==> src/rtl/ct_prio_req_buf_pkg.sv <==
// Shared types and helpers for the ct_prio requester-side buffer.
// Vector helpers operate on a fixed MaxNum-wide view; callers zero-extend.
package ct_prio_req_buf_pkg;

  localparam int unsigned MaxNum = 32;

  typedef enum logic {
    StIdle = 1'b0,
    StHold = 1'b1
  } lock_st_e;

  function automatic int unsigned onehot_to_bin(input logic [MaxNum-1:0] oh);
    int unsigned idx;
    idx = 0;
    for (int unsigned i = 0; i < MaxNum; i++) begin
      if (oh[i]) idx = idx | i;
    end
    return idx;
  endfunction

  // Index of the lowest clear bit; MaxNum if none (only used when not full).
  function automatic int unsigned first_zero(input logic [MaxNum-1:0] v);
    int unsigned idx;
    idx = MaxNum;
    for (int i = MaxNum - 1; i >= 0; i--) begin
      if (!v[i]) idx = unsigned'(i);
    end
    return idx;
  endfunction

endpackage

==> src/rtl/ct_prio_req_buf_entry.sv <==
// One buffer slot: payload register loaded on write enable.
// Payload deliberately has no reset; validity is tracked by the parent.
module ct_prio_req_buf_entry #(
  parameter int unsigned Width = 64
) (
  input  logic             clk_i,
  input  logic             we_i,
  input  logic [Width-1:0] data_i,
  output logic [Width-1:0] data_o
);

  logic [Width-1:0] data_q;

  always_ff @(posedge clk_i) begin
    if (we_i) data_q <= data_i;
  end

  assign data_o = data_q;

endmodule

==> src/rtl/ct_prio_req_buf.sv <==
// Request buffer feeding the ct_prio matrix arbiter; presents the granted entry
// downstream and pins the grant while the consumer stalls.
module ct_prio_req_buf
  import ct_prio_req_buf_pkg::*;
#(
  parameter int unsigned Num   = 4,
  parameter int unsigned Width = 64,
  localparam int unsigned CntW = $clog2(Num + 1)
) (
  input  logic             clk_i,
  input  logic             rst_ni,
  input  logic             flush_i,
  input  logic             in_vld_i,
  input  logic [Width-1:0] in_data_i,
  output logic             in_rdy_o,
  output logic [Num-1:0]   arb_valid_o,
  input  logic [Num-1:0]   arb_sel_i,
  output logic             arb_clr_o,
  output logic             out_vld_o,
  output logic [Width-1:0] out_data_o,
  input  logic             out_rdy_i,
  output logic [CntW-1:0]  entry_cnt_o
);

  localparam int unsigned IdxW = $clog2(Num);

  logic [Num-1:0]  entry_vld_q, entry_vld_d;
  lock_st_e        lock_q, lock_d;
  logic [IdxW-1:0] lock_idx_q, lock_idx_d;
  logic [CntW-1:0] cnt_q, cnt_d;

  logic             enq;
  logic [IdxW-1:0]  alloc_idx;
  logic [IdxW-1:0]  sel_idx;
  logic [Num-1:0]   hit;
  logic [Width-1:0] payload [Num];

  assign in_rdy_o  = ~&entry_vld_q & ~flush_i;
  assign enq       = in_vld_i & in_rdy_o;
  assign alloc_idx = IdxW'(first_zero(MaxNum'(entry_vld_q)));
  assign sel_idx   = IdxW'(onehot_to_bin(MaxNum'(arb_sel_i)));

  // Grants on empty entries are ignored.
  assign hit       = arb_sel_i & entry_vld_q;
  assign out_vld_o = |hit & ~flush_i;
  assign arb_clr_o = out_vld_o & out_rdy_i;

  assign arb_valid_o = (lock_q == StHold) ? (Num'(1) << lock_idx_q) : entry_vld_q;
  assign entry_cnt_o = cnt_q;

  for (genvar i = 0; i < Num; i++) begin : g_entry
    ct_prio_req_buf_entry #(
      .Width(Width)
    ) u_entry (
      .clk_i (clk_i),
      .we_i  (enq && (alloc_idx == IdxW'(i))),
      .data_i(in_data_i),
      .data_o(payload[i])
    );
  end

  always_comb begin
    out_data_o = '0;
    for (int unsigned i = 0; i < Num; i++) begin
      out_data_o = out_data_o | ({Width{arb_sel_i[i]}} & payload[i]);
    end
  end

  always_comb begin
    entry_vld_d = entry_vld_q;
    lock_d      = lock_q;
    lock_idx_d  = lock_idx_q;
    cnt_d       = cnt_q;
    if (flush_i) begin
      entry_vld_d = '0;
      lock_d      = StIdle;
      cnt_d       = '0;
    end else begin
      if (arb_clr_o) entry_vld_d = entry_vld_d & ~hit;
      if (enq) entry_vld_d[alloc_idx] = 1'b1;
      unique case ({enq, arb_clr_o})
        2'b10:   cnt_d = cnt_q + CntW'(1);
        2'b01:   cnt_d = cnt_q - CntW'(1);
        default: cnt_d = cnt_q;
      endcase
      unique case (lock_q)
        StIdle: begin
          if (out_vld_o && !out_rdy_i) begin
            lock_d     = StHold;
            lock_idx_d = sel_idx;
          end
        end
        StHold: begin
          if (out_rdy_i) lock_d = StIdle;
        end
        default: lock_d = StIdle;
      endcase
    end
  end

  always_ff @(posedge clk_i or negedge rst_ni) begin
    if (!rst_ni) begin
      entry_vld_q <= '0;
      lock_q      <= StIdle;
      lock_idx_q  <= '0;
      cnt_q       <= '0;
    end else begin
      entry_vld_q <= entry_vld_d;
      lock_q      <= lock_d;
      lock_idx_q  <= lock_idx_d;
      cnt_q       <= cnt_d;
    end
  end

  sel_onehot0_a: assert property (@(posedge clk_i) disable iff (!rst_ni) $onehot0(arb_sel_i));

endmodule

==> config.mk <==
export PLATFORM = sky130hd
export DESIGN_NAME = ct_prio_req_buf
export DESIGN_NICKNAME = d
export VERILOG_FILES = /design/src/rtl/ct_prio_req_buf_pkg.sv /design/src/rtl/ct_prio_req_buf_entry.sv /design/src/rtl/ct_prio_req_buf.sv
export SDC_FILE = /design/constraint.sdc
export NUM_CORES = 1
export LEC_CHECK = 0
export ABC_AREA = 1
export BUFFER_PORTS_ARGS = -buffer_cell sky130_fd_sc_hd__buf_2
export CORE_ASPECT_RATIO = 2
export CORE_UTILIZATION = 51
export DETAILED_ROUTE_END_ITERATION = 8
export GPL_TIMING_DRIVEN = 0
export PLACE_DENSITY = 0.8
export SLEW_MARGIN = 5
export SYNTH_ARGS = -nofsm -noshare
export SYNTH_HDL_FRONTEND = slang
export SYNTH_SLANG_ARGS = --single-unit
export TNS_END_PERCENT = 10
==> constraint.sdc <==
create_clock -name clk_i -period 4.1 [get_ports clk_i]
set_clock_uncertainty 0.15 [all_clocks]
set_input_delay 0.205 -clock clk_i [delete_from_list [all_inputs] [get_ports clk_i]]
set_output_delay 0.205 -clock clk_i [all_outputs]
set_load 0.01 [all_outputs]
## After elaboration in Yosys (flattened, before gate mapping)

Cells that the tools add are included.
Widths: inputs -> output; s select.

- Bits in registers: 266
- Input port bits: 73
- Output and inout bits: 74
- Word-level logic and storage cells: 68

- Add/sub/neg operators: 2
- Magnitude comparators: 2
- Equality and inequality tests: 5
- Shift-type cells: 1
- Muxes and demuxes: 20
- Bitwise operators: 17
- Reductions and logical operators: 13

Operators by type and width:

| operator | number |
|---|---|
| $and 64x64->64 | 4 |
| $or 64x64->64 | 3 |
| $mux 4 | 5 |
| $mux 2 | 6 |
| $and 4x4->4 | 2 |
| $eq 2x2->1 const B | 3 |
| $logic_and 1x1->1 | 6 |
| $pmux 3 s2 | 1 |
| $mux 1 | 5 |
| $and 1x1->1 | 4 |
| $eq 2x1->1 const B | 2 |
| $not 4->4 | 1 |
| $or 4x4->4 | 1 |
| $reduce_and 4->1 | 1 |
| $reduce_or 4->1 | 1 |
| $shl 1x2->4 const A | 1 |
| $add 3x1->3 const B | 1 |
| $lt 2x3->1 const B | 1 |
| $mux 3 | 1 |
| $reduce_and 3->1 | 1 |
| $reduce_bool 3->1 | 1 |
| $sub 3x1->3 const B | 1 |
| $demux 1 s2 | 1 |
| $ge 2x1->1 const B | 1 |
| 4 further kinds | 6 |

## Longest topological paths before layout

Gate-level depths: netlist of run 1.

- Depth in word-level cells: 11
- Depth in mapped cells: 14

## Hierarchy

Synthesis of run 1 repeated with hierarchy kept, for this count alone.

- Cell total of the unflattened synthesis: 703
- Area, all modules: 9878.2 µm²

Modules (own cells, without submodules):

| module | instances | cells an instance | area an instance (µm²) |
|---|---|---|---|
| ct_prio_req_buf_entry | 4 | 64 | 1921.8 |
| ct_prio_req_buf | 1 | 447 | 2190.9 |

## Worst setup path before layout of run 1

No wires, ideal clock.

- Kind: reg-to-reg
- Start: reg entry_vld_q[0]
- End: reg g_entry[2].u_entry.data_q[0] (enable)
- Setup time: 486 ps
- Arrival: 3552 ps
- Required time: 3464 ps
- Slack: -88 ps
- Stages on the path, launching flop included: 8
- Buffers on the path: 0
- Cell sequence: dfrtp_1 -> nand2_1 -> inv_1 -> nand2_1 -> nand3_2 -> inv_1 -> nand2_1 -> nor2_1

- Word-level cells in the longest chain between the ends: 5

RTL lines:

| element | RTL line | source |
|---|---|---|
| from (decl) | ct_prio_req_buf.sv:27 | `logic [Num-1:0] entry_vld_q, entry_vld_d;` |
| from (signal assigned) | ct_prio_req_buf.sv:108 | `entry_vld_q <= entry_vld_d;` |
| $reduce_and 4->1 | ct_prio_req_buf.sv:38 | `assign in_rdy_o = ~&entry_vld_q & ~flush_i;` |
| $logic_not 1->1 | ct_prio_req_buf.sv:38 |  |
| $and 1x1->1 | ct_prio_req_buf.sv:38 |  |
| $and 1x1->1 | ct_prio_req_buf.sv:39 | `assign enq = in_vld_i & in_rdy_o;` |
| $logic_and 1x1->1 * | ct_prio_req_buf.sv:56 | `.we_i (enq && (alloc_idx == IdxW'(i))),` |
| named net g_entry[2].u_entry.we_i | ct_prio_req_buf_entry.sv:7 | `input logic we_i,` |
| to (signal assigned) | ct_prio_req_buf_entry.sv:15 | `if (we_i) data_q <= data_i;` |
| to (decl) | ct_prio_req_buf_entry.sv:12 | `logic [Width-1:0] data_q;` |

Mark *: on every way through the listed nets, which the timed path passes. The rest lies on a longest branch.
A chain may end at the register's enable or synchronous reset.

## Worst setup path after layout of run 1

- Start: in arb_sel_i[2]
- End: out out_data_o[27]

- Word-level cells in the longest chain between the ends: 3

RTL lines:

| element | RTL line | source |
|---|---|---|
| from (decl) | ct_prio_req_buf.sv:17 | `input logic [Num-1:0] arb_sel_i,` |
| $and 64x64->64 | ct_prio_req_buf.sv:65 | `out_data_o = out_data_o \| ({Width{arb_sel_i[i]}} & payload[i]);` |
| $or 64x64->64 (2 in series) | ct_prio_req_buf.sv:65 |  |
| to (decl) | ct_prio_req_buf.sv:20 | `output logic [Width-1:0] out_data_o,` |

Every way passes these cells.

==> report_table.html, run 1 <==
<table>
<tr><th>Metric</th><th>Value</th></tr>
<tr><th colspan="2">Outcome</th></tr>
<tr><td>Result of the run</td><td>finished clean</td></tr>
<tr><th colspan="2">Critical path</th></tr>
<tr><td>R2R cell count</td><td>8</td></tr>
<tr><td>Kind of cell adding the most delay to the critical path</td><td>buffers and inverters</td></tr>
<tr><td>Worst Path Buf+Inv</td><td>5</td></tr>
<tr><td>Critical Path, Cell by Cell</td><td>dlygate4sd3_1 -&gt; buf_2 -&gt; buf_2 -&gt; buf_1 -&gt; nand2_1 -&gt; nand4_1 -&gt; buf_2</td></tr>
<tr><td>Delay of the slowest cell on the worst path</td><td>0.53 ns</td></tr>
<tr><td>Required time reported for the critical path endpoint</td><td>3.74 ns</td></tr>
<tr><td>Arrival time reported for the critical path endpoint</td><td>2.07 ns</td></tr>
<tr><td>Endpoint kind of the worst setup timing path</td><td>output pin</td></tr>
<tr><td>Critical path start-end classification</td><td>in -&gt; out</td></tr>
<tr><td>WP depth</td><td>7</td></tr>
<tr><td>Maximum fanout along the worst path</td><td>10</td></tr>
<tr><td>Max stage delay cell, worst path</td><td>dlygate4sd3_1</td></tr>
<tr><td>Critical Path Start Type</td><td>input port</td></tr>
<tr><td>Critical Path Most Common Cell</td><td>buf_2</td></tr>
<tr><th colspan="2">Clock tree</th></tr>
<tr><td>H-tree depth</td><td>1</td></tr>
<tr><td>CTS clock-pin slew for the worst setup and hold paths</td><td>0.07 ns</td></tr>
<tr><td>Clock tree root driver cell</td><td>clkbuf_16</td></tr>
<tr><td>Clock buffer count from CTS</td><td>22</td></tr>
<tr><td>Clock Path Buffers</td><td>3</td></tr>
<tr><td>Worst-skew pair later-pin latency</td><td>0.50 ns</td></tr>
<tr><td>TritonCTS clock tree</td><td>built</td></tr>
<tr><td>Setup Buffers After CTS</td><td>0</td></tr>
<tr><td>Number of clock sinks seen by CTS</td><td>266</td></tr>
<tr><th colspan="2">Cells and area</th></tr>
<tr><td>FF/Latch Area</td><td>7940 um^2</td></tr>
<tr><td>Final cell count without fillers</td><td>1,212</td></tr>
<tr><td>Final net count</td><td>1,015</td></tr>
<tr><td>Antenna cell count</td><td>0</td></tr>
<tr><td>Fraction of final layout cells sized beyond drive strength 1</td><td>22.6%</td></tr>
<tr><td>Combined area of the multi-input logic cells</td><td>1750 um^2</td></tr>
<tr><td>Area growth syn-to-layout</td><td>26.5%</td></tr>
<tr><td>Layout fillers</td><td>1,292</td></tr>
<tr><th colspan="2">Pwr</th></tr>
<tr><td>Post-layout power</td><td>5.52 mW</td></tr>
<tr><td>P_leak</td><td>4.70 nW</td></tr>
<tr><td>Power per standard cell area</td><td>441 nW/um^2</td></tr>
<tr><td>Worst IR drop on VDD</td><td>0.384 mV</td></tr>
<tr><th colspan="2">Route</th></tr>
<tr><td>Via density</td><td>5.21</td></tr>
<tr><td>Drc violations</td><td>0</td></tr>
<tr><td>Antenna viol nets, final</td><td>0</td></tr>
<tr><td>Average wire per cell in the routed design</td><td>17.8 um</td></tr>
<tr><td>Total vias in the final route</td><td>6,314</td></tr>
<tr><td>Pre-antenna DRT Iters</td><td>5</td></tr>
<tr><td>Total wirelength of the detailed-routed design</td><td>21,500 um</td></tr>
<tr><td>DRT iter0 DRCs</td><td>365</td></tr>
<tr><th colspan="2">Logic synthesis</th></tr>
<tr><td>Fraction of post-synthesis cell area in the top cell type by area</td><td>77.8%</td></tr>
<tr><td>Cell area after technology mapping</td><td>9880 um^2</td></tr>
<tr><td>Number of warnings printed during yosys synthesis</td><td>0</td></tr>
<tr><td>Top FF cell, synth</td><td>edfxtp_1</td></tr>
<tr><td>Cell type with the largest total area after synthesis</td><td>edfxtp_1</td></tr>
<tr><td>Instance count of the mapped netlist</td><td>698</td></tr>
<tr><td>Number of synthesized register bits</td><td>266</td></tr>
<tr><td>Leading cell types by total area after synthesis</td><td>edfxtp_1 (78%), nand2_1 (11%), nand4_1 (4.2%), dfrtp_1 (2.5%), inv_1 (0.57%)</td></tr>
<tr><td>Synthesized area divided by synthesized cell count</td><td>14.2 um^2</td></tr>
<tr><td>Seq/Total Area, Yosys</td><td>80.3%</td></tr>
<tr><td>Post-synth EDFFs</td><td>256</td></tr>
<tr><td>Number of distinct library cell variants in the gate-level netlist after synthesis</td><td>28</td></tr>
<tr><td>Post-synth ARST share</td><td>3.76%</td></tr>
<tr><td>Syn nets</td><td>772</td></tr>
<tr><th colspan="2">Global routing</th></tr>
<tr><td>Total track usage</td><td>21.4%</td></tr>
<tr><td>Via count of the first global-routing pass</td><td>6,269</td></tr>
<tr><td>First-pass GRT wire length</td><td>31,700 um</td></tr>
<tr><td>Grt ovf</td><td>0</td></tr>
<tr><td>Antenna violations before repair</td><td>0</td></tr>
<tr><td>Pin count of the biggest net entering global routing</td><td>51</td></tr>
<tr><th colspan="2">Floorplanning</th></tr>
<tr><td>Horizontal die dimension</td><td>100 um</td></tr>
<tr><td>Starting Density</td><td>52.2%</td></tr>
<tr><td>Site row count</td><td>71</td></tr>
<tr><td>I/O pin total</td><td>147</td></tr>
<tr><td>DIE HEIGHT</td><td>199 um</td></tr>
<tr><td>Floorplan die area</td><td>20,000 um^2</td></tr>
<tr><td>Std-Cell Core Area</td><td>18,900 um^2</td></tr>
<tr><th colspan="2">STA</th></tr>
<tr><td>Max Transition Viols Final</td><td>0</td></tr>
<tr><td>Tightest hold margin</td><td>0.0462 ns</td></tr>
<tr><td>Total of endpoints with negative setup slack in the final report</td><td>0</td></tr>
<tr><td>Worst Max-Slew Pin Slew</td><td>0.735 ns</td></tr>
<tr><td>Final Cycle Share</td><td>59.1%</td></tr>
<tr><td>Worst slew margin relative to its limit</td><td>51.0%</td></tr>
<tr><td>Crit path setup slack, layout</td><td>1.67 ns</td></tr>
<tr><td>Unrepaired setup endpoints after global routing</td><td>no</td></tr>
<tr><td>Final count of hold timing violations</td><td>0</td></tr>
<tr><td>Shortest period the worst path allows</td><td>2.43 ns</td></tr>
<tr><td>Achievable frequency</td><td>412 MHz</td></tr>
<tr><th colspan="2">Job</th></tr>
<tr><td>Max-cap viol count</td><td>0</td></tr>
<tr><th colspan="2">Hold path</th></tr>
<tr><td>Class of the tightest hold or removal check</td><td>in -&gt; reg</td></tr>
<tr><td>Hold Crit Depth</td><td>6</td></tr>
<tr><th colspan="2">Placed design</th></tr>
<tr><td>RD Place Congestion</td><td>0.773</td></tr>
<tr><td>Port Buffer Count</td><td>144</td></tr>
<tr><td>HPWL reported at the end of detailed placement</td><td>13,200 um</td></tr>
<tr><td>Setup slack after placement</td><td>1.73 ns</td></tr>
<tr><td>Number of placed cells counting well taps</td><td>1,103</td></tr>
</table>
## flip-flops by register name, indices dropped and copies added (netlist names)
| register | flops |
|---|---|
| g_entry.u_entry.data_o | 256 |
| entry_vld_q | 4 |
| entry_cnt_o | 3 |
| lock_idx_q | 2 |
| lock_q | 1 |
## cell families (layout without fill, tap and decap cells)
kind of cell	after synthesis	count (layout)	synth area share, %
buffers and inverters	48	307	2.04
AO/OA/AOI/OAI	14	14	0.886
AND/OR/NAND/NOR	368	368	16.4
adder cells (fa/ha/maj)	1	1	0.203
flip-flops	266	266	80.3
XOR/XNOR	1	1	0.0887
## layout by cell type, fill, tap and decap left out, types with 2 or more instances in the layout
cell and n:
edfxtp_1 256, a211oi_1 2, buf_2 151, dlygate4sd3_1 69, clkbuf_1 9, a21oi_1 2
nand3_2 3, dfrtp_1 10, buf_16 4, bufinv_16 2, nand2_2 4, inv_1 12
nor2_4 2, a21oi_2 3, buf_1 13, clkbuf_16 23, o21ai_0 5, clkinv_2 8
inv_4 3, nor3_1 3, nand4_1 66, nand2_4 2, nand3_1 5, clkinvlp_4 2
nand2_1 279, buf_12 2, nor2_1 3, clkinv_1 3, inv_2 2
## metal layers
| metal | wire (um) | GRT usage [%] | up-vias |
|---|---|---|---|
| li1 | - | - | 2985 |
| met1 | 8040 | 24.4 | 3067 |
| met2 | 11700 | 39.7 | 215 |
| met3 | 1100 | 2.53 | 47 |
| met4 | 680 | 9.23 | 0 |
| met5 | 0 | 0 | - |
## where the power goes
part | internal (mW) | switching, mW
registers | 3.04 | 0.0198
clock network | 1.16 | 0.923
logic | 0.150 | 0.228
total | 4.35 | 1.17
## through the flow
step,utilization (%),TNS (ns),instance area [um^2]
floorplan,-,0,9880
global placement,57.7,-21.29,10900
detailed placement,58.6,0,11100
CTS,66.1,0,12500
global route,66.1,0,12500
finish,66.1,0,12500
## layout make-up
class | instances | area share [%]
buffer | 30 | 1.06
tap | 255 | 2.55
sequential | 266 | 63.5
timing repair buffer | 219 | 12.5
clock inverter | 16 | 1.17
clock buffer | 24 | 4.63
multi-input combinational | 384 | 14.0
inverter | 18 | 0.611
## cells in the mapped netlist, types with 2 or more instances
cell,count
nand2_1,279
edfxtp_1,256
nand4_1,66
inv_1,15
buf_1,13
dfrtp_1,10
clkbuf_1,8
buf_2,7
nand3_1,5
o21ai_0,5
nand2_2,4
nor2_1,4
a21oi_2,3
nand3_2,3
nor3_1,3
a211oi_1,2
a21oi_1,2
inv_2,2
nand2_4,2
## what timing repair did
item                      in CTS  in global routing
gates resized for setup        0                  0
hold endpoints to repair     274                  0
hold buffers                  69                  0
## tightest hold or removal path, cell delays in order
cell and delay (ns):
buf_2 0.09, nand3_2 0.11, nand4_1 0.11, nand2_1 0.05
nand3_1 0.06, nand2_1 0.05
## path summary, 6_finish.rpt
kind / from / endpoint / slack (ns)
max in group asynchronous: rst_ni / lock_idx_q[1] / 2.87
worst min-delay path: in_vld_i / entry_cnt_o[2] / 0.05
worst min register to register: entry_cnt_o[2] / entry_cnt_o[2] / 0.39
worst max register to register: entry_vld_q[2] / g_entry[3].u_entry.data_o[35] / 1.72
min in group asynchronous: rst_ni / entry_cnt_o[0] / 0.58
worst max-delay path: arb_sel_i[2] / out_data_o[27] / 1.67
No activity file was read; power rests on OpenSTA's default activity.
==> inputs of run 2 (changes only) <==
--- a/config.mk
+++ b/config.mk
@@ -5,13 +5,13 @@
 export SDC_FILE = /design/constraint.sdc
 export NUM_CORES = 1
 export LEC_CHECK = 0
-export ABC_AREA = 1
+export ABC_AREA = 0
 export BUFFER_PORTS_ARGS = -buffer_cell sky130_fd_sc_hd__buf_2
 export CORE_ASPECT_RATIO = 2
 export CORE_UTILIZATION = 51
 export DETAILED_ROUTE_END_ITERATION = 8
 export GPL_TIMING_DRIVEN = 0
-export PLACE_DENSITY = 0.8
+export PLACE_DENSITY = 0.81
 export SLEW_MARGIN = 5
 export SYNTH_ARGS = -nofsm -noshare
 export SYNTH_HDL_FRONTEND = slang
==> constraint.sdc (replaced) <==
create_clock -name clk_i -period 2.2 [get_ports clk_i]
set_clock_uncertainty 0.15 [all_clocks]
set_input_delay 0.11 -clock clk_i [delete_from_list [all_inputs] [get_ports clk_i]]
set_output_delay 0.11 -clock clk_i [all_outputs]
set_load 0.01 [all_outputs]
==> report_table.html, run 2 <==
<table>
<tr><th>Metric</th><th>Value</th></tr>
<tr><th colspan="2">Logic synthesis</th></tr>
<tr><td>Number of synthesized register bits</td><td>266 (unchanged)</td></tr>
<tr><td>Number of warnings printed during yosys synthesis</td><td>0 (unchanged)</td></tr>
<tr><td>Compound-gate portion of the synthesized area</td><td>11.7% (+11 points)</td></tr>
<tr><td>Post-synth ARST share</td><td>3.76% (unchanged)</td></tr>
<tr><td>Cell type with the largest total area after synthesis</td><td>edfxtp_1</td></tr>
<tr><td>Number of distinct library cell variants in the gate-level netlist after synthesis</td><td>38 (+36%)</td></tr>
<tr><td>Post-synth EDFFs</td><td>256 (unchanged)</td></tr>
<tr><td>Dominant combinational cell family by area after synthesis</td><td>compound AO/OA/AOI/OAI gates</td></tr>
<tr><td>Synthesized area divided by synthesized cell count</td><td>17.6 um^2 (+24%)</td></tr>
<tr><td>Parity-gate share of the synthesized area counting xor and xnor cells</td><td>0.272% (+0.18 points)</td></tr>
<tr><td>Seq/Total Area, Yosys</td><td>82.0% (+1.7 points)</td></tr>
<tr><td>Leading post-synthesis cells by instance count</td><td>edfxtp_1 (256), a22oi_1 (128), nand2_1 (66)</td></tr>
<tr><td>Cell area after technology mapping</td><td>9680 um^2 (-2.1%)</td></tr>
<tr><td>Instance count of the mapped netlist</td><td>550 (-21%)</td></tr>
<tr><td>Synthesized-area fraction occupied by and/or/nand/nor cells</td><td>4.15% (-12 points)</td></tr>
<tr><td>Mux contribution to synthesized area</td><td>0.103% (+0.10 points)</td></tr>
<tr><td>Most repeated cell in the gate-level netlist after synthesis</td><td>edfxtp_1</td></tr>
<tr><td>Top FF cell, synth</td><td>edfxtp_1</td></tr>
<tr><td>Syn nets</td><td>624 (-19%)</td></tr>
<tr><td>Adder-cell area share of the yosys netlist</td><td>0.207% (+0.0043 points)</td></tr>
<tr><td>Fraction of post-synthesis cell area in the top cell type by area</td><td>79.5% (+1.6 points)</td></tr>
<tr><td>Leading cell types by total area after synthesis</td><td>edfxtp_1 (79%), a22oi_1 (9.9%), dfrtp_1 (2.6%), nand2_1 (2.6%), nor2_1 (0.54%)</td></tr>
<tr><th colspan="2">Critical path</th></tr>
<tr><td>Required time reported for the critical path endpoint</td><td>2.45 ns (-1.29 ns)</td></tr>
<tr><td>Arrival time reported for the critical path endpoint</td><td>2.39 ns (+0.32 ns)</td></tr>
<tr><td>Critical Path Start Type</td><td>flip-flop</td></tr>
<tr><td>Maximum fanout along the worst path</td><td>8 (-2)</td></tr>
<tr><td>Endpoint kind of the worst setup timing path</td><td>flip-flop</td></tr>
<tr><td>Critical path start-end classification</td><td>reg -&gt; reg</td></tr>
<tr><th colspan="2">Global routing</th></tr>
<tr><td>Antenna violations before repair</td><td>0 (unchanged)</td></tr>
<tr><td>Total track usage</td><td>23.0% (+1.6 points)</td></tr>
<tr><td>First-pass GRT wire length</td><td>34,000 um (+7.2%)</td></tr>
<tr><td>Via count of the first global-routing pass</td><td>6,471 (+3.2%)</td></tr>
<tr><td>Pin count of the biggest net entering global routing</td><td>28 (-45%)</td></tr>
<tr><td>Grt ovf</td><td>0 (unchanged)</td></tr>
<tr><th colspan="2">Route</th></tr>
<tr><td>DRT iter0 DRCs</td><td>340 (-6.8%)</td></tr>
<tr><td>Total vias in the final route</td><td>6,031 (-4.5%)</td></tr>
<tr><td>Pre-antenna DRT Iters</td><td>5 (unchanged)</td></tr>
<tr><td>Drc violations</td><td>0 (unchanged)</td></tr>
<tr><td>Antenna viol nets, final</td><td>0 (unchanged)</td></tr>
<tr><td>Via density</td><td>5.78 (+11%)</td></tr>
<tr><td>Average wire per cell in the routed design</td><td>21.3 um (+20%)</td></tr>
<tr><td>Total wirelength of the detailed-routed design</td><td>22,200 um (+3.2%)</td></tr>
<tr><th colspan="2">Cells and area</th></tr>
<tr><td>Combined area of the multi-input logic cells</td><td>1630 um^2 (-6.6%)</td></tr>
<tr><td>Final cell area excluding filler cells</td><td>12,500 um^2 (+0.35%)</td></tr>
<tr><td>Layout fillers</td><td>1,198 (-7.3%)</td></tr>
<tr><td>FF/Latch Area</td><td>7940 um^2 (about the same)</td></tr>
<tr><td>Most common library cell in the layout ignoring fill and taps</td><td>edfxtp_1</td></tr>
<tr><td>Fraction of final layout cells sized beyond drive strength 1</td><td>26.1% (+3.5 points)</td></tr>
<tr><td>Final net count</td><td>886 (-13%)</td></tr>
<tr><td>Final cell count without fillers</td><td>1,043 (-14%)</td></tr>
<tr><td>Commonest cells after routing, fill and taps aside</td><td>edfxtp_1 (256), buf_2 (149), a22oi_1 (128), dlygate4sd3_1 (73), nand2_1 (66)</td></tr>
<tr><td>Utilization of the core after routing</td><td>68.2% (+2.1 points)</td></tr>
<tr><td>Antenna cell count</td><td>0 (unchanged)</td></tr>
<tr><td>Number of flip-flops under the largest register name</td><td>256 (unchanged)</td></tr>
<tr><td>Area growth syn-to-layout</td><td>29.7%</td></tr>
<tr><th colspan="2">Floorplanning</th></tr>
<tr><td>DIE HEIGHT</td><td>197 um (-1.0%)</td></tr>
<tr><td>Floorplan die area</td><td>19,600 um^2 (-2.0%)</td></tr>
<tr><td>Std-Cell Core Area</td><td>18,400 um^2 (-2.8%)</td></tr>
<tr><td>Starting Density</td><td>52.6% (+0.39 points)</td></tr>
<tr><td>Horizontal die dimension</td><td>99.4 um (-1.0%)</td></tr>
<tr><td>Site row count</td><td>70 (-1.4%)</td></tr>
<tr><td>I/O pin total</td><td>147 (unchanged)</td></tr>
<tr><th colspan="2">Placed design</th></tr>
<tr><td>RD Place Congestion</td><td>0.781 (+1.1%)</td></tr>
<tr><td>Setup slack after placement</td><td>-0.107 ns (-1.84 ns)</td></tr>
<tr><td>HPWL reported at the end of detailed placement</td><td>14,100 um (+7.1%)</td></tr>
<tr><td>Instance area after placement</td><td>11,000 um^2 (-0.82%)</td></tr>
<tr><td>Number of placed cells counting well taps</td><td>926 (-16%)</td></tr>
<tr><td>Port Buffer Count</td><td>145 (+0.69%)</td></tr>
<tr><th colspan="2">Job</th></tr>
<tr><td>Max-cap viol count</td><td>0 (unchanged)</td></tr>
<tr><th colspan="2">STA</th></tr>
<tr><td>Achievable frequency</td><td>467 MHz</td></tr>
<tr><td>Max Transition Viols Final</td><td>0 (unchanged)</td></tr>
<tr><td>Unrepaired setup endpoints after global routing</td><td>yes</td></tr>
<tr><td>Shortest period the worst path allows</td><td>2.14 ns</td></tr>
<tr><td>Final count of hold timing violations</td><td>0 (unchanged)</td></tr>
<tr><td>Worst Max-Slew Pin Slew</td><td>0.755 ns (+0.0202 ns)</td></tr>
<tr><td>Tightest hold margin</td><td>0.0330 ns (-0.0132 ns)</td></tr>
<tr><td>Crit path setup slack, layout</td><td>0.0585 ns (-1.62 ns)</td></tr>
<tr><td>Worst slew margin relative to its limit</td><td>49.6% (-1.5 points)</td></tr>
<tr><td>Final Cycle Share</td><td>97.3%</td></tr>
<tr><td>Total of endpoints with negative setup slack in the final report</td><td>0 (unchanged)</td></tr>
<tr><th colspan="2">Pwr</th></tr>
<tr><td>Worst IR drop on VDD</td><td>0.704 mV (+83%)</td></tr>
<tr><td>P_leak</td><td>4.53 nW (-3.5%)</td></tr>
<tr><td>Power per standard cell area</td><td>845 nW/um^2 (+91%)</td></tr>
<tr><th colspan="2">Clock tree</th></tr>
<tr><td>Number of clock sinks seen by CTS</td><td>266 (unchanged)</td></tr>
<tr><td>Clock buffer count from CTS</td><td>22 (unchanged)</td></tr>
<tr><td>CTS clock-pin slew for the worst setup and hold paths</td><td>0.07 ns (about the same)</td></tr>
<tr><td>Clock tree root driver cell</td><td>clkbuf_16</td></tr>
<tr><td>TritonCTS clock tree</td><td>built</td></tr>
<tr><td>Worst-skew pair later-pin latency</td><td>0.51 ns (about the same)</td></tr>
<tr><td>H-tree depth</td><td>1 (unchanged)</td></tr>
<tr><td>Clock Path Buffers</td><td>3 (unchanged)</td></tr>
<tr><th colspan="2">Outcome</th></tr>
<tr><td>Result of the run</td><td>finished clean</td></tr>
<tr><th colspan="2">Hold path</th></tr>
<tr><td>Class of the tightest hold or removal check</td><td>in -&gt; reg</td></tr>
</table>
==> run 2: changes by cell type after synthesis, sizes merged, moves of 6 or more <==
cell,before,now
nand4,66,0
nor2,6,15
nand2,285,66
nand3,8,1
a22oi,0,128
inv,17,5
clkbuf,8,14
==> run 2: cell type report <==
type,instances,share of cell area [%]
Clock buffer,29,4.77
Buffer,31,1.04
Sequential cell,266,63.3
Multi-Input combinational cell,248,13.0
Tap cell,216,2.15
Inverter,5,0.150
Clock inverter,10,1.38
Timing Repair Buffer,238,14.2
==> run 2: repair_timing <==
| item | CTS | global route |
|---|---|---|
| pin swaps | 1 | 2 |
| setup buffers | 2 | 3 |
| hold buffers | 73 | 0 |
| setup endpoints to repair | 66 | 64 |
| hold endpoints to repair | 275 | 0 |
| resized for setup | 3 | 1 |
==> run 2: final timing paths <==
kind                           startpoint              to  slack, ns  cells past startpoint
hold / removal               arb_sel_i[3]  entry_vld_q[3]       0.03                      5
hold reg to reg            entry_vld_q[1]  entry_vld_q[1]       0.45                      1
max in group asynchronous          rst_ni  entry_vld_q[1]       1.05                      3
setup / recovery           entry_vld_q[0]  entry_cnt_o[2]       0.06                      8
setup reg to reg           entry_vld_q[0]  entry_cnt_o[2]       0.06                      8
min in group asynchronous          rst_ni  entry_cnt_o[2]       0.48                      3
==> run 2: logic make-up (layout without fill, tap and decap cells) <==
family	count (synthesis)	count (layout)
AOI/OAI and AO/OA	150	150
xor gates and xnor gates	3	3
adders and majority gates	1	1
buffers and inverters	36	313
DFF	266	266
muxes	1	1
and+or+nand+nor	93	93
==> run 2: critical path, cell delays in order (launching register included) <==
cell and delay, ns:
dfrtp_1 0.37, buf_6 0.14, a22o_4 0.27, o21ai_4 0.16
nor2_1 0.08, fa_2 0.37, o22ai_1 0.18, a21oi_1 0.10
a32o_1 0.22
==> run 2: stage by stage <==
| stage | power [mW] | TNS [ns] |
|---|---|---|
| 6_report | 10.6 | 0 |
| 3_5_place_dp | 6.46 | -3.38 |
| 4_1_cts | 10.6 | -0.0507 |
| 2_1_floorplan | 6.13 | -192.47 |
| 3_3_place_gp | 6.40 | -501.01 |
| 5_1_grt | 10.9 | -0.654 |
==> run 2: power breakdown <==
group	internal [mW]	leakage, nW	switching, mW
logic	0.318	1.70	0.432
clock network	2.50	0.376	1.64
registers	5.67	2.45	0.0464
==> run 2: routing by layer <==
layer,global-route usage [%],part of all wire (%),wire length (um),vias up
li1,-,-,-,2727
met1,25.8,37,8180,3015
met2,41.9,55,12200,227
met3,2.98,4.5,990,62
met4,12.5,4.1,913,0
met5,0,0,0,-
==> inputs of run 3 (changes only) <==
--- a/config.mk
+++ b/config.mk
@@ -8,6 +8,7 @@
 export ABC_AREA = 0
 export BUFFER_PORTS_ARGS = -buffer_cell sky130_fd_sc_hd__buf_2
 export CORE_ASPECT_RATIO = 2
+export CORE_MARGIN = 2
 export CORE_UTILIZATION = 51
 export DETAILED_ROUTE_END_ITERATION = 8
 export GPL_TIMING_DRIVEN = 0
==> constraint.sdc (replaced) <==
create_clock -name clk_i -period 2.2 [get_ports clk_i]
set_clock_uncertainty 0.15 [all_clocks]
set_input_delay 0.66 -clock clk_i [delete_from_list [all_inputs] [get_ports clk_i]]
set_output_delay 0.66 -clock clk_i [all_outputs]
set_load 0.01 [all_outputs]
==> report_table.html, run 3 (same netlist as run 2, synthesis figures left out) <==
<table>
<tr><th>Metric</th><th>Value</th></tr>
<tr><th colspan="2">Outcome</th></tr>
<tr><td>Result of the run</td><td>finished with violations</td></tr>
<tr><td>Violations in the final reports</td><td>setup timing</td></tr>
<tr><th colspan="2">Route</th></tr>
<tr><td>Total vias in the final route</td><td>5,848 (-3.0%)</td></tr>
<tr><td>Average wire per cell in the routed design</td><td>22.1 um (+3.7%)</td></tr>
<tr><td>Pre-antenna DRT Iters</td><td>5 (unchanged)</td></tr>
<tr><td>Antenna viol nets, final</td><td>0 (unchanged)</td></tr>
<tr><td>DRT iter0 DRCs</td><td>324 (-4.7%)</td></tr>
<tr><td>Via density</td><td>5.69 (-1.5%)</td></tr>
<tr><td>Drc violations</td><td>0 (unchanged)</td></tr>
<tr><td>Total wirelength of the detailed-routed design</td><td>22,700 um (+2.1%)</td></tr>
<tr><th colspan="2">Floorplanning</th></tr>
<tr><td>DIE HEIGHT</td><td>199 um (+1.0%)</td></tr>
<tr><td>Std-Cell Core Area</td><td>18,700 um^2 (+1.9%)</td></tr>
<tr><td>Horizontal die dimension</td><td>101 um (+2.0%)</td></tr>
<tr><td>Floorplan die area</td><td>20,200 um^2 (+3.0%)</td></tr>
<tr><td>Starting Density</td><td>51.6% (-0.99 points)</td></tr>
<tr><td>I/O pin total</td><td>147 (unchanged)</td></tr>
<tr><td>Site row count</td><td>71 (+1.4%)</td></tr>
<tr><th colspan="2">Global routing</th></tr>
<tr><td>Antenna violations before repair</td><td>3 (+3)</td></tr>
<tr><td>Via count of the first global-routing pass</td><td>6,022 (-6.9%)</td></tr>
<tr><td>Total track usage</td><td>21.3% (-1.8 points)</td></tr>
<tr><td>Routing usage on met1</td><td>23.9% (-2.0 points)</td></tr>
<tr><td>Most used routing layer</td><td>met2</td></tr>
<tr><td>Pin count of the biggest net entering global routing</td><td>28 (unchanged)</td></tr>
<tr><td>Met3 global-route usage</td><td>3.44% (+0.46 points)</td></tr>
<tr><td>First-pass GRT wire length</td><td>32,400 um (-4.8%)</td></tr>
<tr><td>Grt ovf</td><td>0 (unchanged)</td></tr>
<tr><td>Routing usage on met2</td><td>38.3% (-3.6 points)</td></tr>
<tr><th colspan="2">STA</th></tr>
<tr><td>Final count of hold timing violations</td><td>0 (unchanged)</td></tr>
<tr><td>Unrepaired setup endpoints after global routing</td><td>yes</td></tr>
<tr><td>Achievable frequency</td><td>410 MHz (-12%)</td></tr>
<tr><td>Max Transition Viols Final</td><td>0 (unchanged)</td></tr>
<tr><td>Worst slew margin relative to its limit</td><td>42.0% (-7.5 points)</td></tr>
<tr><td>Final Cycle Share</td><td>111% (+13 points)</td></tr>
<tr><td>Worst Max-Slew Pin Slew</td><td>0.867 ns (+0.112 ns)</td></tr>
<tr><td>Crit path setup slack, layout</td><td>-0.236 ns (-0.295 ns)</td></tr>
<tr><td>Total of endpoints with negative setup slack in the final report</td><td>82 (+82)</td></tr>
<tr><td>Shortest period the worst path allows</td><td>2.44 ns (+0.295 ns)</td></tr>
<tr><th colspan="2">Critical path</th></tr>
<tr><td>Critical Path Start Type</td><td>flip-flop</td></tr>
<tr><td>Maximum fanout along the worst path</td><td>6 (-2)</td></tr>
<tr><td>Arrival time reported for the critical path endpoint</td><td>1.63 ns (-0.76 ns)</td></tr>
<tr><td>Capturing point of the worst reg2reg path</td><td>entry_cnt_o[2]</td></tr>
<tr><td>Required time reported for the critical path endpoint</td><td>1.39 ns (-1.06 ns)</td></tr>
<tr><td>R2R cell count</td><td>9 (+1)</td></tr>
<tr><td>Critical path start-end classification</td><td>reg -&gt; out</td></tr>
<tr><td>Endpoint kind of the worst setup timing path</td><td>output pin</td></tr>
<tr><td>Critical Path Sink</td><td>arb_clr_o</td></tr>
<tr><td>Start of the worst register-to-register path</td><td>entry_vld_q[0]</td></tr>
<tr><td>Critical path launch point</td><td>entry_vld_q[0]</td></tr>
<tr><td>Slack of the worst reg-to-reg path</td><td>-0.12 ns (-0.18 ns)</td></tr>
<tr><th colspan="2">Clock tree</th></tr>
<tr><td>Clock Path Buffers</td><td>3 (unchanged)</td></tr>
<tr><td>TritonCTS clock tree</td><td>built</td></tr>
<tr><td>H-tree depth</td><td>1 (unchanged)</td></tr>
<tr><td>Worst-skew pair later-pin latency</td><td>0.51 ns (about the same)</td></tr>
<tr><td>Clock tree root driver cell</td><td>clkbuf_16</td></tr>
<tr><td>CTS clock-pin slew for the worst setup and hold paths</td><td>0.06 ns (about the same)</td></tr>
<tr><td>Number of clock sinks seen by CTS</td><td>266 (unchanged)</td></tr>
<tr><td>Clock buffer count from CTS</td><td>23 (+4.5%)</td></tr>
<tr><th colspan="2">Placed design</th></tr>
<tr><td>Port Buffer Count</td><td>145 (unchanged)</td></tr>
<tr><td>RD Place Congestion</td><td>0.803 (+2.8%)</td></tr>
<tr><td>HPWL reported at the end of detailed placement</td><td>14,000 um (-0.40%)</td></tr>
<tr><td>Instance area after placement</td><td>11,000 um^2 (-0.14%)</td></tr>
<tr><td>Setup slack after placement</td><td>-0.903 ns (-0.795 ns)</td></tr>
<tr><th colspan="2">Cells and area</th></tr>
<tr><td>Commonest cells after routing, fill and taps aside</td><td>edfxtp_1 (256), buf_2 (141), a22oi_2 (79), nand2_1 (65), a22oi_1 (49)</td></tr>
<tr><td>Number of flip-flops under the largest register name</td><td>256 (unchanged)</td></tr>
<tr><td>FF/Latch Area</td><td>7940 um^2 (about the same)</td></tr>
<tr><td>Fraction of final layout cells sized beyond drive strength 1</td><td>44.8% (+19 points)</td></tr>
<tr><td>Area growth syn-to-layout</td><td>32.1%</td></tr>
<tr><td>Final cell area excluding filler cells</td><td>12,800 um^2 (+1.9%)</td></tr>
<tr><td>Final net count</td><td>828 (-6.5%)</td></tr>
<tr><td>Most common library cell in the layout ignoring fill and taps</td><td>edfxtp_1</td></tr>
<tr><td>Layout fillers</td><td>1,201 (+0.25%)</td></tr>
<tr><td>Combined area of the multi-input logic cells</td><td>2040 um^2 (+25%)</td></tr>
<tr><th colspan="2">Hold path</th></tr>
<tr><td>Class of the tightest hold or removal check</td><td>in -&gt; reg</td></tr>
<tr><td>Hold Crit Depth</td><td>1 (-4)</td></tr>
<tr><th colspan="2">Pwr</th></tr>
<tr><td>Worst IR drop on VDD</td><td>0.803 mV (+14%)</td></tr>
<tr><td>Post-layout power</td><td>10.6 mW (+0.19%)</td></tr>
<tr><td>Power per standard cell area</td><td>831 nW/um^2 (-1.7%)</td></tr>
<tr><td>P_leak</td><td>4.51 nW (-0.45%)</td></tr>
<tr><th colspan="2">Job</th></tr>
<tr><td>Max-cap viol count</td><td>0 (unchanged)</td></tr>
</table>
run 3: cell types whose count changed in the layout (fill, tap and decap cells not counted), sizes merged:
cell,change
dlygate4sd3,-72
buf,+17
bufinv,-2
clkbuf,-2
clkinvlp,+2
diode,+2
run 3: worst max-delay path, cell delays in order, from the launching register on:
cell	delay [ns]
dfrtp_1	0.37
buf_6	0.13
a22o_4	0.28
o21ai_4	0.16
inv_2	0.05
buf_6	0.11
run 3: power breakdown:
part	switching, mW	leakage (nW)	internal [mW]
sequential	0.0557	2.45	5.67
combinational	0.460	1.69	0.367
clock	1.69	0.373	2.38
total	2.20	4.51	8.42
run 3: stage by stage:
step	hold slack, ns	std cells	util, %	TNS [ns]
detailed placement	0.381	963	58.6	-135.51
floorplan	0.214	550	-	-274.77
global placement	0.379	950	57.4	-658.77
finish	0.209	1027	68.2	-5.97
global route	0.197	1027	68.2	-10.78
CTS	0.195	1007	64.6	-10.54
run 3: area by class of cell:
type,count,share of cell area [%]
clock inverter,10,1.04
multi-input combinational,248,16.0
sequential,266,62.1
clock buffer,31,4.97
antenna,2,0.0392
inverter,5,0.176
timing repair buffer,179,9.64
buffer,31,3.51
tap,255,2.50
run 3: timing repair:
action / in CTS / in global routing
hold buffers: 1 / 0
pin swaps: 3 / 27
endpoints found under the hold margin: 10 / 0
setup endpoints to repair: 143 / 142
gates resized for setup: 102 / 111
cloned: 0 / 4
setup buffers: 2 / 14
run 3: worst min path at each step:
| stage | startpoint | to | slack, ns |
|---|---|---|---|
| after global routing | in_data_i[31] | g_entry[3].u_entry.data_o[31] | 0.20 |
| after detailed placement | rst_ni | entry_cnt_o[1] | 0.38 |
| after floorplan | rst_ni | entry_cnt_o[0] | 0.21 |
| after CTS | in_data_i[10] | g_entry[0].u_entry.data_o[10] | 0.20 |
| final | in_data_i[31] | g_entry[2].u_entry.data_o[31] | 0.21 |
| after global placement | rst_ni | lock_q | 0.38 |
run 3: routing by layer:
| layer | routed length (um) | vias up | share of wire [%] |
|---|---|---|---|
| met5 | 13 | - | 0.057 |
| met1 | 8220 | 2937 | 36 |
| met4 | 884 | 2 | 3.9 |
| li1 | - | 2623 | - |
| met2 | 12300 | 225 | 54 |
| met3 | 1250 | 61 | 5.5 |
